### src/rtl/circuit_test_pkg.sv
// Shared types for the fault-run stimulus/response sequencer.
// Pattern packing: {x1,x2,x3} maps to bits {2,1,0} of each 3-bit pattern slice.
package circuit_test_pkg;

  typedef enum logic [1:0] {
    IDLE,
    APPLY,
    DONE
  } state_t;

  localparam int PAT_W = 3;

  typedef struct packed {
    logic x1;
    logic x2;
    logic x3;
  } pat_t;

  function automatic int pat_lsb(input int idx);
    return PAT_W * idx;
  endfunction

endpackage

### src/rtl/stim_response_sequencer_if.sv
// Control and CUT-facing signals of the sequencer; slave is the sequencer side.
interface stim_response_sequencer_if #(
  parameter int NUM_PAT = 5
);
  localparam int CW = $clog2(NUM_PAT + 1);
  localparam int IW = (NUM_PAT > 1) ? $clog2(NUM_PAT) : 1;

  logic          start;
  logic          z;
  logic          x1;
  logic          x2;
  logic          x3;
  logic          busy;
  logic          done;
  logic          pass;
  logic [CW-1:0] err_count;
  logic [IW-1:0] first_fail_idx;

  modport master (
    output start, z,
    input  x1, x2, x3, busy, done, pass, err_count, first_fail_idx
  );

  modport slave (
    input  start, z,
    output x1, x2, x3, busy, done, pass, err_count, first_fail_idx
  );

endinterface

### src/rtl/hold_timer.sv
// Per-pattern hold counter; tc marks the last cycle of a pattern, i.e. the sample edge.
module hold_timer #(
  parameter  int HOLD_CYC = 2,
  localparam int HW       = (HOLD_CYC > 1) ? $clog2(HOLD_CYC) : 1
) (
  input  logic clk,
  input  logic reset,
  input  logic clear,
  input  logic run,
  output logic tc
);

  localparam logic [HW-1:0] LAST = HW'(HOLD_CYC - 1);

  logic [HW-1:0] hcnt;

  assign tc = run && (hcnt == LAST);

  always_ff @(posedge clk) begin
    if (reset) begin
      hcnt <= '0;
    end else if (clear) begin
      hcnt <= '0;
    end else if (run) begin
      hcnt <= tc ? '0 : hcnt + HW'(1);
    end
  end

endmodule

### src/rtl/stim_response_sequencer.sv
// Drives a stored {x1,x2,x3} sequence into a reset-less CUT and scores its z output
// against golden bits, skipping the leading synchronising patterns.
//
// state | meaning
// IDLE  | after reset, waiting for start
// APPLY | patterns driven back-to-back, z sampled on each pattern's last cycle
// DONE  | results and last pattern held until start or reset
module stim_response_sequencer
  import circuit_test_pkg::*;
#(
  parameter int                       NUM_PAT  = 5,
  parameter int                       HOLD_CYC = 2,
  parameter int                       SYNC_PAT = 1,
  parameter logic [PAT_W*NUM_PAT-1:0] PATTERNS = 15'b110_101_111_110_010,
  parameter logic [NUM_PAT-1:0]       EXPECT   = 5'b00000
) (
  input logic                       clk,
  input logic                       reset,
  stim_response_sequencer_if.slave  bus
);

  localparam int CW = $clog2(NUM_PAT + 1);
  localparam int IW = (NUM_PAT > 1) ? $clog2(NUM_PAT) : 1;
  localparam logic [IW-1:0] LAST_IDX = IW'(NUM_PAT - 1);
  localparam logic [IW:0]   SYNC_L   = (IW + 1)'(SYNC_PAT);

  state_t        state;
  logic [IW-1:0] pidx;
  pat_t          x_q;
  logic          busy_q, done_q, pass_q, fail_seen;
  logic [CW-1:0] err_q;
  logic [IW-1:0] ffi_q;

  pat_t          pat_rom [NUM_PAT];
  logic          tc, last, launch, mismatch;
  logic [IW-1:0] pidx_nxt;
  logic [CW-1:0] err_nxt;

  always_comb begin
    for (int i = 0; i < NUM_PAT; i++) begin
      pat_rom[i] = PATTERNS[pat_lsb(i) +: PAT_W];
    end
  end

  assign last     = (pidx == LAST_IDX);
  assign launch   = bus.start && (state != APPLY);
  assign pidx_nxt = last ? pidx : pidx + IW'(1);
  assign mismatch = tc && ({1'b0, pidx} >= SYNC_L) && (bus.z != EXPECT[pidx]);
  // Saturate so a fully failing run can never wrap back to a passing count.
  assign err_nxt  = (mismatch && (err_q != CW'(NUM_PAT))) ? err_q + CW'(1) : err_q;

  hold_timer #(.HOLD_CYC(HOLD_CYC)) u_hold_timer (
    .clk   (clk),
    .reset (reset),
    .clear (launch),
    .run   (state == APPLY),
    .tc    (tc)
  );

  always_ff @(posedge clk) begin
    if (reset) begin
      state     <= IDLE;
      pidx      <= '0;
      x_q       <= '0;
      busy_q    <= 1'b0;
      done_q    <= 1'b0;
      pass_q    <= 1'b0;
      err_q     <= '0;
      ffi_q     <= '0;
      fail_seen <= 1'b0;
    end else begin
      case (state)
        IDLE, DONE: begin
          if (bus.start) begin
            state     <= APPLY;
            pidx      <= '0;
            x_q       <= pat_rom[0];
            busy_q    <= 1'b1;
            done_q    <= 1'b0;
            pass_q    <= 1'b0;
            err_q     <= '0;
            ffi_q     <= '0;
            fail_seen <= 1'b0;
          end
        end
        APPLY: begin
          if (tc) begin
            err_q <= err_nxt;
            if (mismatch && !fail_seen) begin
              ffi_q     <= pidx;
              fail_seen <= 1'b1;
            end
            if (!last) begin
              pidx <= pidx_nxt;
              x_q  <= pat_rom[pidx_nxt];
            end else begin
              state  <= DONE;
              busy_q <= 1'b0;
              done_q <= 1'b1;
              pass_q <= (err_nxt == '0);
            end
          end
        end
        default: state <= IDLE;
      endcase
    end
  end

  assign bus.x1             = x_q.x1;
  assign bus.x2             = x_q.x2;
  assign bus.x3             = x_q.x3;
  assign bus.busy           = busy_q;
  assign bus.done           = done_q;
  assign bus.pass           = pass_q;
  assign bus.err_count      = err_q;
  assign bus.first_fail_idx = ffi_q;

endmodule

### src/flat_wrapper.sv
// flat-port wrapper written by rule: the top's interface ports become plain ports
module stim_response_sequencer_flat import circuit_test_pkg::*;
#(
  parameter int                       NUM_PAT  = 5,
  parameter int                       HOLD_CYC = 2,
  parameter int                       SYNC_PAT = 1,
  parameter logic [PAT_W*NUM_PAT-1:0] PATTERNS = 15'b110_101_111_110_010,
  parameter logic [NUM_PAT-1:0]       EXPECT   = 5'b00000
)
  (clk, reset, bus_start, bus_z, bus_x1, bus_x2, bus_x3, bus_busy, bus_done, bus_pass, bus_err_count, bus_first_fail_idx);
  stim_response_sequencer_if #(.NUM_PAT(NUM_PAT)) bus_i ();
  input logic clk;
  input logic reset;
  input wire logic [$bits(bus_i.start)-1:0] bus_start;
  input wire logic [$bits(bus_i.z)-1:0] bus_z;
  output wire logic [$bits(bus_i.x1)-1:0] bus_x1;
  output wire logic [$bits(bus_i.x2)-1:0] bus_x2;
  output wire logic [$bits(bus_i.x3)-1:0] bus_x3;
  output wire logic [$bits(bus_i.busy)-1:0] bus_busy;
  output wire logic [$bits(bus_i.done)-1:0] bus_done;
  output wire logic [$bits(bus_i.pass)-1:0] bus_pass;
  output wire logic [$bits(bus_i.err_count)-1:0] bus_err_count;
  output wire logic [$bits(bus_i.first_fail_idx)-1:0] bus_first_fail_idx;
  assign bus_i.start = bus_start;
  assign bus_i.z = bus_z;
  assign bus_x1 = bus_i.x1;
  assign bus_x2 = bus_i.x2;
  assign bus_x3 = bus_i.x3;
  assign bus_busy = bus_i.busy;
  assign bus_done = bus_i.done;
  assign bus_pass = bus_i.pass;
  assign bus_err_count = bus_i.err_count;
  assign bus_first_fail_idx = bus_i.first_fail_idx;
  stim_response_sequencer #(.NUM_PAT(NUM_PAT), .HOLD_CYC(HOLD_CYC), .SYNC_PAT(SYNC_PAT), .PATTERNS(PATTERNS), .EXPECT(EXPECT)) u_core (.clk(clk), .reset(reset), .bus(bus_i));
endmodule
### config.mk
export PLATFORM = sky130hd
export DESIGN_NAME = stim_response_sequencer_flat
export DESIGN_NICKNAME = d
export VERILOG_FILES = /design/src/rtl/circuit_test_pkg.sv /design/src/rtl/stim_response_sequencer_if.sv /design/src/rtl/hold_timer.sv /design/src/rtl/stim_response_sequencer.sv /design/src/flat_wrapper.sv
export SDC_FILE = /design/constraint.sdc
export NUM_CORES = 1
export LEC_CHECK = 0
export BUFFER_PORTS_ARGS = -buffer_cell sky130_fd_sc_hd__buf_2
export CORE_UTILIZATION = 53
export DETAILED_ROUTE_END_ITERATION = 6
export PLACE_DENSITY = 0.84
export SYNTH_ARGS = -nofsm -noshare
export SYNTH_HDL_FRONTEND = slang
export SYNTH_SLANG_ARGS = --single-unit
### constraint.sdc
create_clock -name clk -period 2 [get_ports clk]
set_input_delay 0.5 -clock clk [delete_from_list [all_inputs] [get_ports clk]]
set_output_delay 0.5 -clock clk [all_outputs]
set_load 0.02 [all_outputs]
# After elaboration in Yosys (flattened, before gate mapping)
# Memory sizes are Yosys's and may differ from the RTL's. A register that Yosys moved wholly into a read port is not among the register bits.
# Cells that the tools add are included.
[op_classes] n_addsub=3 eq_ne=11 magnitude_cmp=3 muxes=39 n_bitwise=1 div_mod_pow=0 multipliers=0 n_reduce_logical=17 shifts=0
[op_table] operator="two-way mux 3 bit" count=15
[op_table] operator="case mux 3 bit (2 select lines)" count=4
[op_table] operator="two-way mux 1 bit" count=12
[op_table] operator="AND reduction 4 bit" count=3
[op_table] operator="!= test 2 x 1 -> 1 bit (second input constant)" count=4
[op_table] operator="case mux 1 bit (2 select lines)" count=4
[op_table] operator="adder 3 x 1 -> 3 bit (second input constant)" count=2
[op_table] operator="logical AND 1 bit" count=6
[op_table] operator="two-way mux 2 bit" count=3
[op_table] operator="AND reduction 3 bit" count=2
[op_table] operator="greater-or-equal comparator 4 bit (second input constant)" count=1
[op_table] operator="less-than comparator 3 x 4 -> 1 bit (second input constant)" count=1
[op_table] operator="!= test 2 bit (second input constant)" count=2
[op_table] operator="NOT 3 -> 4 bit" count=1
[op_table] operator="case mux 2 bit (2 select lines)" count=1
[op_table] operator="OR reduction 2 bit" count=2
[op_table] operator="== test 3 bit (second input constant)" count=1
[op_table] operator="greater-or-equal comparator 3 x 1 -> 1 bit (second input constant)" count=1
[op_table] operator="logical NOT 3 bit" count=1
[op_table] operator="!= test 3 bit (second input constant)" count=1
[op_table] operator="== test 2 x 1 -> 1 bit (second input constant)" count=1
[op_table] operator="== test 2 bit (second input constant)" count=1
[op_table] operator="logical NOT 2 bit" count=1
[op_table] operator="nonzero test 2 bit" count=1
[op_table] operator="3 further kinds" count=3
[word_totals] elab_cells=88 register_bits=19 mem_bits_ro=32 ramBits=0 n_memories=2 input_bits=4 latchBits=0 out_inout_bits=12
[memory_table] name="(no name shown)" words=8 word_bits=3 read_ports=1 rd_ports_with_merged_regs=0 write_ports=0 line_no="stim_response_sequencer.sv:95" source="x_q <= pat_rom[pidx_nxt];"
[memory_table] name="(no name shown)" words=8 word_bits=1 read_ports=1 rd_ports_with_merged_regs=1 write_ports=0 line_no="stim_response_sequencer.sv:48" source="assign mismatch = tc && ({1'b0, pidx} >= SYNC_L) && (bus.z != EXPECT[pidx]);"

# Logic depth before layout (Yosys ltp)
[logic_depth] depth_word=10 ltp_mapped=7 depth_no_buf=6

# Modules after synthesis
# From an unflattened synthesis, not the netlist that was laid out.
[unflattened] hier_cells=117 area_unflattened_um2=1024.7
[by_module_without_submodules] mod="stim_response_sequencer" area_each_um2=978.4 cells_each=113 seq_area_each_um2=360.3 n_inst=1
[by_module_without_submodules] mod="hold_timer" area_each_um2=46.3 cells_each=4 seq_area_each_um2=20.0 n_inst=1

# Least setup slack after synthesis
# No wires, ideal clock.
[synth_timing] path_kind="register -> register" start="reg u_core.pidx[1]" end="reg u_core.pass_q, in the netlist u_core.bus.pass" setup_ns=0.096 path_buffers=0 arrival_ns=1.628 slack_ns=0.277 stages_incl_launch_ff=7 cell_sequence="dfxtp_1 > inv_1 > ha_1 > or3_4 > nand4_4 > mux2_4 > o41ai_2"
[synth_between] elab_chain_cells=9
[synth_rtl] item="start: declaration" line_no="stim_response_sequencer.sv:28" source="logic [IW-1:0] pidx;"
[synth_rtl] item="start signal: assignment" line_no="stim_response_sequencer.sv:94" source="pidx <= pidx_nxt;"
[synth_rtl] item="greater-or-equal comparator 3 x 1 -> 1 bit" line_no="stim_response_sequencer.sv:48"
[synth_rtl] item="logical AND 1 bit (2 in a row)" line_no="stim_response_sequencer.sv:48"
[synth_rtl] item="logical AND 1 bit" line_no="stim_response_sequencer.sv:50" source="assign err_nxt = (mismatch && (err_q != CW'(NUM_PAT))) ? err_q + CW'(1) : err_q;"
[synth_rtl] item="two-way mux 3 bit" line_no="stim_response_sequencer.sv:50"
[synth_rtl] item="logical NOT 3 bit" line_no="stim_response_sequencer.sv:100" source="pass_q <= (err_nxt == '0);"
[synth_rtl] item="two-way mux 1 bit" line_no="stim_response_sequencer.sv:93" source="if (!last) begin"
[synth_rtl] item="two-way mux 1 bit" line_no="stim_response_sequencer.sv:87" source="if (tc) begin"
[synth_rtl] item="case mux 1 bit (2 select lines)" line_no="stim_response_sequencer.sv:72" source="case (state)"
[synth_rtl] item="end signal: assignment" line_no="stim_response_sequencer.sv:100"
[synth_rtl] item="end: declaration" line_no="stim_response_sequencer.sv:30" source="logic busy_q, done_q, pass_q, fail_seen;"
# Several ways; a longest one is shown, not always the timed one. The select of a mux whose other input is x is not followed.
# A chain may end at the register's enable or synchronous reset.

# Final worst setup path
# Ends and elaborated chain as after synthesis.

==> impl_metrics.json <==
{
  "antenna_cells": 0,
  "drtAntennaViolNets": 0,
  "slew_viol_final": 0,
  "drt_iter0_drc": 5,
  "finalSetupViolCount": 0,
  "dominantRegCellSynth": "dfxtp_1",
  "clk_pin_slew_ns": 0.11,
  "power.leakage_nw": 0.441,
  "pwr-share-seq": 0.610,
  "intPower_mw": 0.483,
  "cellPowerDensity_nw_per_um2": 604,
  "final.setup_skew_ns": 0.00319,
  "drive_above_1_share": 0.211,
  "switching_share": 0.250,
  "clockPowerShare": 0.302,
  "grt-ovfl-total": 0,
  "ios": 16,
  "grt_pass1_vias": 751,
  "die_h_microns": 44.3,
  "holdBufCountCts": 0,
  "reg2reg_from": "u_core.pidx[1]",
  "max-slew-margin-rel": 0.704,
  "initial_core_util": 0.596,
  "crit_path_start": "u_core.pidx[1]",
  "reg2reg_depth": 6,
  "drc": 0,
  "insertion_delay_ns": 0.29,
  "worst-setup-path-type": "flip-flop to flip-flop",
  "fin_crit_ns": 1.88,
  "num-nets-final": 133,
  "worstMarginPinSlew_ns": 0.443,
  "htreeDepth": 1,
  "rsz0062_at_grt": "no",
  "routed_wl_microns": 1860,
  "ff2ff_setup_slack_ns": 0.12,
  "cts-root-buf": "clkbuf_4",
  "holdCritPathClass": "flip-flop to flip-flop",
  "yosys_warnings": 0,
  "cts.sinks": 19,
  "setup.worst_path.end": "u_core.bus.pass",
  "wire_per_inst_microns": 12.7,
  "cts_tree": "yes",
  "synthArstFlopShare": 0,
  "syn_inst": 108,
  "numCtsBuffers": 3,
  "combPwrFrac": 0.089,
  "ys_seq_area_frac": 0.401,
  "crit_fanout": 5,
  "firstDrtPassIters": 4,
  "cp.required_ns": 2.21,
  "cp-start-kind": "flip-flop",
  "yosysUniqueCellTypes": 35,
  "synth_fp_nets": 117,
  "switching_power_mw": 0.161,
  "ir_worst_vdd_mv": 0.414,
  "clockBufferDepth": 2,
  "gp_congestion": 0.854,
  "area_delta_synth_final_pct": 12.3,
  "crit_path_end_kind": "flip-flop",
  "vias": 811,
  "fmax_mhz": 532,
  "post_cts_buffers": 0,
  "rr_endpoint": "u_core.bus.pass",
  "place_worst_setup_slack_ns": 0.159,
  "cap_violations": 0,
  "grt_antenna_before_repair": 0,
  "hold_viol_final": 0,
  "coreArea_sq_um": 1590,
  "run_status": "completed",
  "vias_per_cell": 5.52,
  "post-route-period-util": 0.940,
  "synth_seq_cells": 19,
  "synth_area_sq_um": 950,
  "setup-tns-final_ns": 0,
  "synth_edf_count": 0,
  "die-area_sq_um": 1970,
  "grt_pass1_wl_microns": 3110,
  "avgSynthCellArea_sq_um": 8.79,
  "grt.total_usage": 0.214,
  "grt_max_degree": 21,
  "ctsResizeCount": 0,
  "timing.final.ws_setup_ns": 0.120,
  "die_w_microns": 44.3,
  "holdCritStartpoint": "u_core.bus.done",
  "portBuffers": 15,
  "num_rows": 14,
  "arrival_ns": 2.09,
  "total_power_mw": 0.644
}
## cell usage after synthesis (2+ instances only)
library cell   n  area share
and3b_1        2       0.018
ha_1           5       0.066
nor4_1         2       0.013
inv_1          3       0.012
nand3_1        7       0.037
nand2b_1       2       0.013
nor2_1         7       0.028
a21oi_1       15       0.079
nand2_1       11       0.043
clkbuf_1       5       0.020
dfxtp_1       19        0.40
nor2b_1        2       0.013
o211ai_1       2       0.016
nand3b_1       3       0.024
a311oi_1       2       0.018
or2_1          2       0.013
## cell type report
class | instances | area (sq um)
tap | 24 | 30.0
fill | 141 | 528
clock buffer | 4 | 26.3
timing repair buffer | 17 | 90.1
inverter | 3 | 11.3
sequential | 19 | 380
multi-input combinational | 80 | 528
## power by group through the flow
stage	Clock, mW	Combinational, mW	Sequential [mW]
6_report	0.194	0.0570	0.393
5_1_grt	0.214	0.0628	0.394
4_1_cts	0.200	0.0575	0.392
3_5_place_dp	0	0.0568	0.401
3_3_place_gp	0	0.0555	0.400
2_1_floorplan	0	0.0357	0.405
## per-layer routing
layer | track usage | wire length [microns] | up-vias
li1 | - | - | 412
met1 | 0.276 | 931 | 383
met4 | 0.0909 | 24 | 0
met3 | 0.0408 | 54 | 4
met5 | 0 | 0 | -
met2 | 0.350 | 853 | 12
## cells by family (layout without fill, tap and decap cells)
family | after synthesis | after routing | share of synthesized area
and+or+nand+nor | 50 | 50 | 0.315
AOI/OAI and AO/OA | 23 | 23 | 0.150
DFF | 19 | 19 | 0.401
buffers and inverters | 9 | 24 | 0.0435
adders and majority gates | 5 | 5 | 0.0659
xor gates and xnor gates | 1 | 1 | 0.00922
muxes | 1 | 1 | 0.0158
## how the worst min path moves through the flow
stage,to,slack [ns],cells after the start
6_report,u_core.bus.done,0.46,2
5_1_grt,u_core.bus.done,0.49,2
4_1_cts,u_core.bus.done,0.46,2
3_5_place_dp,u_core.bus.done,0.45,2
3_3_place_gp,u_core.bus.done,0.44,2
2_1_floorplan,u_core.fail_seen,0.45,2
## cell usage in the layout (no fill, tap or decap), types with 2 or more instances in the layout
cell type and n:
inv_1 3, buf_4 2, or2_1 2, a311oi_1 2
buf_2 15, clkbuf_4 3, dfxtp_1 19, ha_1 5
nor2_1 7, nand2_1 11, nor2b_1 2, and3b_1 2
nor4_1 2, nand2b_1 2, o211ai_1 2, nand3_1 7
a21oi_1 15, nand3b_1 3
## state kept, by name, summed over array words and instances (netlist names)
signal,flops
u_core.state,2
u_core.fail_seen,1
u_core.pidx,3
u_core.bus.err_count,3
u_core.bus.x2,1
u_core.bus.x3,1
u_core.bus.pass,1
u_core.u_hold_timer.hcnt,1
u_core.bus.first_fail_idx,3
u_core.bus.x1,1
u_core.bus.done,1
u_core.bus.busy,1
## per-stage QoR
| stage | std cells | hold WS [ns] | util | instance area [sq um] |
|---|---|---|---|---|
| floorplan | 108 | 0.450 | - | 950 |
| global placement | 143 | 0.438 | 0.652 | 1040 |
| detailed placement | 143 | 0.445 | 0.652 | 1040 |
| CTS | 147 | 0.460 | 0.669 | 1070 |
| global route | 147 | 0.488 | 0.669 | 1070 |
| finish | 147 | 0.457 | 0.669 | 1070 |
## worst max-delay path: stages (launching register included)
cell	delay [ns]
dfxtp_1	0.42
inv_1	0.09
ha_1	0.19
or3_4	0.37
nand4_4	0.11
mux2_4	0.31
o41ai_2	0.29
Power figures use the tool's default switching activity.
